==> config.mk <==
export PLATFORM = sky130hd
export DESIGN_NAME = mem_requester_flat
export DESIGN_NICKNAME = d
export VERILOG_FILES = /design/src/rtl/mem_requester_if.sv /design/src/rtl/mem_requester.sv /design/src/flat_wrapper.sv
export SDC_FILE = /design/constraint.sdc
export NUM_CORES = 1
export LEC_CHECK = 0
export ABC_AREA = 1
export BUFFER_PORTS_ARGS = -buffer_cell sky130_fd_sc_hd__buf_2
export CAP_MARGIN = 20
export CELL_PAD_IN_SITES_DETAIL_PLACEMENT = 2
export CELL_PAD_IN_SITES_GLOBAL_PLACEMENT = 2
export CORE_ASPECT_RATIO = 0.6
export CORE_MARGIN = 2
export CORE_UTILIZATION = 24
export CTS_BUF_LIST = sky130_fd_sc_hd__clkbuf_16
export CTS_CLUSTER_SIZE = 20
export DETAILED_ROUTE_END_ITERATION = 10
export MAX_ROUTING_LAYER = met4
export PLACE_DENSITY_LB_ADDON = 0.05
export SYNTH_ARGS = -nofsm -noshare
export SYNTH_HDL_FRONTEND = slang
export SYNTH_SLANG_ARGS = --single-unit
==> constraint.sdc <==
create_clock -name clock -period 1.6 [get_ports clock]
set_clock_uncertainty 0.05 [all_clocks]
set_input_delay 0.4 -clock clock [delete_from_list [all_inputs] [get_ports clock]]
set_output_delay 0.4 -clock clock [all_outputs]
set_load 0.005 [all_outputs]
==> src/rtl/mem_requester_if.sv <==
// Bundled request, response and memory-side signals of mem_requester.
// The requester side uses modport master; the client/memory side uses modport slave.

`ifndef DEFAULT_MADDR_WIDTH
`define DEFAULT_MADDR_WIDTH 32
`endif
`ifndef DEFAULT_MDATA_WIDTH
`define DEFAULT_MDATA_WIDTH 32
`endif

interface mem_requester_if #(
    parameter int MADDR_WIDTH = `DEFAULT_MADDR_WIDTH,
    parameter int MDATA_WIDTH = `DEFAULT_MDATA_WIDTH
);
    // client request channel
    logic                   req_valid;
    logic                   req_ready;
    logic                   req_write;
    logic [MADDR_WIDTH-1:0] req_addr;
    logic [MDATA_WIDTH-1:0] req_wdata;

    // client response channel
    logic                   rsp_valid;
    logic                   rsp_ready;
    logic [MDATA_WIDTH-1:0] rsp_rdata;
    logic                   rsp_error;

    // memory enable/ready channel
    logic                   mem_read_enable;
    logic                   mem_write_enable;
    logic                   mem_read_ready;
    logic                   mem_write_ready;
    logic [MADDR_WIDTH-1:0] mem_addr;
    logic [MDATA_WIDTH-1:0] mem_write_data;
    logic [MDATA_WIDTH-1:0] mem_read_data;

    modport master (
        input  req_valid, req_write, req_addr, req_wdata,
        output req_ready,
        output rsp_valid, rsp_rdata, rsp_error,
        input  rsp_ready,
        output mem_read_enable, mem_write_enable, mem_addr, mem_write_data,
        input  mem_read_ready, mem_write_ready, mem_read_data
    );

    modport slave (
        output req_valid, req_write, req_addr, req_wdata,
        input  req_ready,
        input  rsp_valid, rsp_rdata, rsp_error,
        output rsp_ready,
        input  mem_read_enable, mem_write_enable, mem_addr, mem_write_data,
        output mem_read_ready, mem_write_ready, mem_read_data
    );
endinterface

==> src/rtl/mem_requester.sv <==
// mem_requester: single-outstanding initiator for the memory enable/ready
// interface. A client request is latched, one enable is held until the
// matching ready pulse, the result is offered on the response channel, and an
// idle gap of GAP_CYCLES edges (GAP_CYCLES >= 1) follows so the responder's
// delay counter clears before the next transaction.
// Optional feature: define MEM_REQ_TIMEOUT_EN to add a BUSY watchdog that
// completes the transaction with rsp_error=1 after TIMEOUT_CYCLES edges.

`ifndef DEFAULT_MADDR_WIDTH
`define DEFAULT_MADDR_WIDTH 32
`endif
`ifndef DEFAULT_MDATA_WIDTH
`define DEFAULT_MDATA_WIDTH 32
`endif

module mem_requester #(
    parameter int MADDR_WIDTH    = `DEFAULT_MADDR_WIDTH,
    parameter int MDATA_WIDTH    = `DEFAULT_MDATA_WIDTH,
    parameter int GAP_CYCLES     = 1,
    parameter int TIMEOUT_CYCLES = 64
) (
    input  logic             clock,
    input  logic             reset,
    mem_requester_if.master  bus
);

    localparam int GAP_W = (GAP_CYCLES > 1) ? $clog2(GAP_CYCLES) : 1;

    typedef enum logic [1:0] {
        IDLE,
        BUSY,
        RESP,
        GAP
    } state_t;

    state_t                 state_q, state_d;
    logic                   rd_en_q, rd_en_d;
    logic                   wr_en_q, wr_en_d;
    logic [MADDR_WIDTH-1:0] addr_q, addr_d;
    logic [MDATA_WIDTH-1:0] wdata_q, wdata_d;
    logic                   rsp_valid_q, rsp_valid_d;
    logic [MDATA_WIDTH-1:0] rdata_q, rdata_d;
    logic [GAP_W-1:0]       gap_q, gap_d;
    logic                   req_ready_int;
    logic                   accept;
    logic                   mem_done;

`ifdef MEM_REQ_TIMEOUT_EN
    localparam int WD_W = $clog2(TIMEOUT_CYCLES + 1);

    logic                   err_q, err_d;
    logic [WD_W-1:0]        wdog_q, wdog_d;
`endif

    assign req_ready_int = (state_q == IDLE) && reset;
    assign accept        = bus.req_valid && req_ready_int;

    // Only the ready that matches the active enable counts as completion.
    assign mem_done = (wr_en_q && bus.mem_write_ready) ||
                      (rd_en_q && bus.mem_read_ready);

    assign bus.req_ready        = req_ready_int;
    assign bus.mem_read_enable  = rd_en_q;
    assign bus.mem_write_enable = wr_en_q;
    assign bus.mem_addr         = addr_q;
    assign bus.mem_write_data   = wdata_q;
    assign bus.rsp_valid        = rsp_valid_q;
    assign bus.rsp_rdata        = rdata_q;
`ifdef MEM_REQ_TIMEOUT_EN
    assign bus.rsp_error        = err_q;
`else
    assign bus.rsp_error        = 1'b0;
`endif

    // Next-state and next-output logic for the transaction FSM.
    always_comb begin
        state_d     = state_q;
        rd_en_d     = rd_en_q;
        wr_en_d     = wr_en_q;
        addr_d      = addr_q;
        wdata_d     = wdata_q;
        rsp_valid_d = rsp_valid_q;
        rdata_d     = rdata_q;
        gap_d       = gap_q;
`ifdef MEM_REQ_TIMEOUT_EN
        err_d       = err_q;
        wdog_d      = wdog_q;
`endif

        case (state_q)
            IDLE: begin
                if (accept) begin
                    addr_d  = bus.req_addr;
                    wdata_d = bus.req_wdata;
                    wr_en_d = bus.req_write;
                    rd_en_d = !bus.req_write;
`ifdef MEM_REQ_TIMEOUT_EN
                    wdog_d  = '0;
`endif
                    state_d = BUSY;
                end
            end

            BUSY: begin
                if (mem_done) begin
                    rd_en_d     = 1'b0;
                    wr_en_d     = 1'b0;
                    rdata_d     = rd_en_q ? bus.mem_read_data : '0;
                    rsp_valid_d = 1'b1;
`ifdef MEM_REQ_TIMEOUT_EN
                    err_d       = 1'b0;
`endif
                    state_d     = RESP;
                end
`ifdef MEM_REQ_TIMEOUT_EN
                // A coincident ready takes priority over the watchdog limit.
                else if (wdog_q == WD_W'(TIMEOUT_CYCLES - 1)) begin
                    rd_en_d     = 1'b0;
                    wr_en_d     = 1'b0;
                    rdata_d     = '0;
                    rsp_valid_d = 1'b1;
                    err_d       = 1'b1;
                    wdog_d      = WD_W'(TIMEOUT_CYCLES);
                    state_d     = RESP;
                end
                else begin
                    wdog_d = wdog_q + WD_W'(1);
                end
`endif
            end

            RESP: begin
                if (bus.rsp_ready) begin
                    rsp_valid_d = 1'b0;
                    gap_d       = '0;
                    state_d     = GAP;
                end
            end

            GAP: begin
                rd_en_d = 1'b0;
                wr_en_d = 1'b0;
                if (gap_q == GAP_W'(GAP_CYCLES - 1)) begin
                    state_d = IDLE;
                end else begin
                    gap_d = gap_q + GAP_W'(1);
                end
            end

            default: begin
                rd_en_d = 1'b0;
                wr_en_d = 1'b0;
                state_d = IDLE;
            end
        endcase
    end

    // State and output registers with synchronous active-low reset.
    always_ff @(posedge clock) begin
        if (!reset) begin
            state_q     <= IDLE;
            rd_en_q     <= 1'b0;
            wr_en_q     <= 1'b0;
            addr_q      <= '0;
            wdata_q     <= '0;
            rsp_valid_q <= 1'b0;
            rdata_q     <= '0;
            gap_q       <= '0;
`ifdef MEM_REQ_TIMEOUT_EN
            err_q       <= 1'b0;
            wdog_q      <= '0;
`endif
        end else begin
            state_q     <= state_d;
            rd_en_q     <= rd_en_d;
            wr_en_q     <= wr_en_d;
            addr_q      <= addr_d;
            wdata_q     <= wdata_d;
            rsp_valid_q <= rsp_valid_d;
            rdata_q     <= rdata_d;
            gap_q       <= gap_d;
`ifdef MEM_REQ_TIMEOUT_EN
            err_q       <= err_d;
            wdog_q      <= wdog_d;
`endif
        end
    end

endmodule

==> src/flat_wrapper.sv <==
// flat-port wrapper written by rule: the top's interface ports become plain ports
module mem_requester_flat 
#(
    parameter int MADDR_WIDTH    = `DEFAULT_MADDR_WIDTH,
    parameter int MDATA_WIDTH    = `DEFAULT_MDATA_WIDTH,
    parameter int GAP_CYCLES     = 1,
    parameter int TIMEOUT_CYCLES = 64
)
  (clock, reset, bus_req_valid, bus_req_write, bus_req_addr, bus_req_wdata, bus_req_ready, bus_rsp_valid, bus_rsp_rdata, bus_rsp_error, bus_rsp_ready, bus_mem_read_enable, bus_mem_write_enable, bus_mem_addr, bus_mem_write_data, bus_mem_read_ready, bus_mem_write_ready, bus_mem_read_data);
  mem_requester_if #(.MADDR_WIDTH(MADDR_WIDTH), .MDATA_WIDTH(MDATA_WIDTH)) bus_i ();
  input  logic clock;
  input  logic reset;
  input wire logic [$bits(bus_i.req_valid)-1:0] bus_req_valid;
  input wire logic [$bits(bus_i.req_write)-1:0] bus_req_write;
  input wire logic [$bits(bus_i.req_addr)-1:0] bus_req_addr;
  input wire logic [$bits(bus_i.req_wdata)-1:0] bus_req_wdata;
  output wire logic [$bits(bus_i.req_ready)-1:0] bus_req_ready;
  output wire logic [$bits(bus_i.rsp_valid)-1:0] bus_rsp_valid;
  output wire logic [$bits(bus_i.rsp_rdata)-1:0] bus_rsp_rdata;
  output wire logic [$bits(bus_i.rsp_error)-1:0] bus_rsp_error;
  input wire logic [$bits(bus_i.rsp_ready)-1:0] bus_rsp_ready;
  output wire logic [$bits(bus_i.mem_read_enable)-1:0] bus_mem_read_enable;
  output wire logic [$bits(bus_i.mem_write_enable)-1:0] bus_mem_write_enable;
  output wire logic [$bits(bus_i.mem_addr)-1:0] bus_mem_addr;
  output wire logic [$bits(bus_i.mem_write_data)-1:0] bus_mem_write_data;
  input wire logic [$bits(bus_i.mem_read_ready)-1:0] bus_mem_read_ready;
  input wire logic [$bits(bus_i.mem_write_ready)-1:0] bus_mem_write_ready;
  input wire logic [$bits(bus_i.mem_read_data)-1:0] bus_mem_read_data;
  assign bus_i.req_valid = bus_req_valid;
  assign bus_i.req_write = bus_req_write;
  assign bus_i.req_addr = bus_req_addr;
  assign bus_i.req_wdata = bus_req_wdata;
  assign bus_req_ready = bus_i.req_ready;
  assign bus_rsp_valid = bus_i.rsp_valid;
  assign bus_rsp_rdata = bus_i.rsp_rdata;
  assign bus_rsp_error = bus_i.rsp_error;
  assign bus_i.rsp_ready = bus_rsp_ready;
  assign bus_mem_read_enable = bus_i.mem_read_enable;
  assign bus_mem_write_enable = bus_i.mem_write_enable;
  assign bus_mem_addr = bus_i.mem_addr;
  assign bus_mem_write_data = bus_i.mem_write_data;
  assign bus_i.mem_read_ready = bus_mem_read_ready;
  assign bus_i.mem_write_ready = bus_mem_write_ready;
  assign bus_i.mem_read_data = bus_mem_read_data;
  mem_requester #(.MADDR_WIDTH(MADDR_WIDTH), .MDATA_WIDTH(MDATA_WIDTH), .GAP_CYCLES(GAP_CYCLES), .TIMEOUT_CYCLES(TIMEOUT_CYCLES)) u_core (.clock(clock), .reset(reset), .bus(bus_i));
endmodule
==> flow_metrics.tcl <==
set metrics [dict create \
    outcome "completed" \
    grt_usage_pct 17.0 \
    design_area_mm2 0.00552 \
    hpwlAfterDp_um 10300 \
    die-height_um 103 \
    start_kind "register" \
    die_w_um 169 \
    fin_nets 782 \
    hold_viol_final 0 \
    crit_required_ns 1.15 \
    period_share_pct 97.4 \
    ctsLongestPathBuffers 2 \
    cp-end-kind "output pin" \
    drcViolationCount 0 \
    clk_latency_ns 0.33 \
    synthArstFlopShare_pct 0 \
    area_delta_synth_final_pct 41.1 \
    cts_root_buf "clkbuf_16" \
    drv_slew 0 \
    drive_gt1_share_pct 36.9 \
    cp_max_fo 3 \
    first_iter_violations 150 \
    grt_max_degree 64 \
    viasPerCell 4.63 \
    grt_pass1_vias 4288 \
    post_dp_cell_area_mm2 0.00515 \
    drv_cap 0 \
    power.density_mw_per_mm2 1330 \
    cts_tree "done" \
    wl_met3_um 980 \
    htreeDepth 3 \
    syn-cell-area_mm2 0.00391 \
    synthTopCellsByCount "nand3_1, nand2_1, dfxtp_1" \
    detail_route.wl_per_cell_um 16.4 \
    hold_path.class "in -> reg" \
    period_needed_ns 1.56 \
    worstSetupPathType "reg -> out" \
    cts.sinks 101 \
    ir_worst_vdd_mv 0.461 \
    synth-edff-count 0 \
    fmax_mhz 642 \
    io_buffers 202 \
    core_area_mm2 0.0161 \
    start_util_pct 24.3 \
    synth_nets 591 \
    finalPower_mw 7.34 \
    ys_types 20 \
    grt_setup_unrepaired "yes" \
    ant_nets 0 \
    arrival_ns 1.11 \
    dr.max_layer_used "met4" \
    ys.flop_type "dfxtp_1" \
    numCtsBuffers 9 \
    grt_pass1_wl_um 22400 \
    synth_top_area_share_pct 51.7 \
    route.vias.total 4114 \
    wl_met2_um 6580 \
    drt_pass1_iterations 4 \
    dpl_worst_slack_ns 0.0239 \
    met1_length_um 6920 \
    gp_congestion 0.720 \
    ys_seq_area_share_pct 51.7 \
    pin_count 204 \
    clk_pin_slew_worst_paths_ns 0.07 \
    rows 36 \
    dieArea_mm2 0.0174 \
    synth.avg_cell_area_um2 8.10 \
    setup_viol 0 \
    synth_area_leaders "dfxtp_1, nand3_1, nand2_1" \
    synthMostInstantiatedCell "nand3_1" \
    p_leak_nw 2.83 \
    antenna_found_initial 3 \
    synth.yosys.warnings 0 \
    setup_ws_ns 0.0413 \
    synthCells 483 \
    yosysTopAreaCell "dfxtp_1" \
    setup_tns_ns 0 \
    totalWireLength_um 14600 \
    synth-seq-cells 101 \
    overflow 0 \
]
## critical path, cell delays in order, from the launching register on
cell and delay (ns):
dfxtp_2 0.36, inv_4 0.05, ha_4 0.16, nand2_2 0.05, inv_2 0.05, buf_6 0.11
## where the power goes
part           internal (mW)  switching (mW)
sequential              2.90           0.217
combinational          0.860            1.22
clock                   1.19           0.957
## sequential cells by signal, summed over array words and instances, names as in the netlist
name                         count
u_core.bus.mem_addr             32
u_core.bus.mem_read_enable       1
u_core.bus.mem_write_data       32
u_core.bus.mem_write_enable      1
u_core.bus.rsp_rdata            32
u_core.bus.rsp_valid             1
u_core.state_q                   2
## cell usage in the layout, fill, tap and decap left out, drive strengths merged, types with 2 or more instances in the layout
master    n
buf     223
nand3   166
nand2   113
dfxtp   101
a21boi   32
inv      10
clkbuf    9
nor2      6
ha        5
diode     3
a21oi     3
clkinv    3
nand4     2
## stage by stage
| stage | util (%) | cells | hold slack [ns] |
|---|---|---|---|
| final | 34.3 | 889 | 0.234 |
| after global routing | 34.3 | 889 | 0.225 |
| after CTS | 34.1 | 884 | 0.222 |
| after detailed placement | 32.1 | 866 | 0.398 |
| after global placement | 32.1 | 866 | 0.386 |
| after floorplan | - | 483 | 0.387 |
## kinds of logic after synthesis
| group | synth area share [%] |
|---|---|
| buf+inv | 6.71 |
| other cells | 0.0958 |
| compound gates | 6.65 |
| simple gates | 33.3 |
| flops | 51.7 |
| fa+ha+maj | 1.60 |
## path summary, 6_finish.rpt
check / startpoint / endpoint / slack, ns / cells after the start
setup / recovery: u_core.state_q[1] / bus_req_ready / 0.04 / 5
hold reg to reg: u_core.bus.rsp_valid / u_core.bus.rsp_valid / 0.40 / 2
setup reg to reg: u_core.state_q[1] / u_core.state_q[0] / 0.10 / 9
hold / removal: bus_req_addr[23] / u_core.bus.mem_addr[23] / 0.23 / 3
## per-layer routing
layer / track usage [%] / vias to the layer above
li1: - / 1997
met1: 21.3 / 1991
met2: 27.1 / 116
met3: 5.64 / 10
met4: 2.79 / 0
met5: - / -
## layout make-up
type | instances | area [um2]
clock inverters | 5 | 55.1
clock buffers | 9 | 225
well taps | 209 | 262
repair buffers | 223 | 1250
multi-input cells | 329 | 1660
fillers | 1876 | 10600
flip-flops and latches | 101 | 2020
diodes | 3 | 7.51
inverters | 10 | 41.3
## what timing repair did
| item | in CTS | in global routing |
|---|---|---|
| hold endpoints to repair | 0 | 0 |
| resized for setup | 8 | 4 |
| pin swaps | 1 | 0 |
| endpoints found under the setup margin | 5 | 5 |
| buffers inserted | 4 | 2 |
| hold buffers | 0 | 0 |
Note: power is estimated with default switching activity, not from simulation.
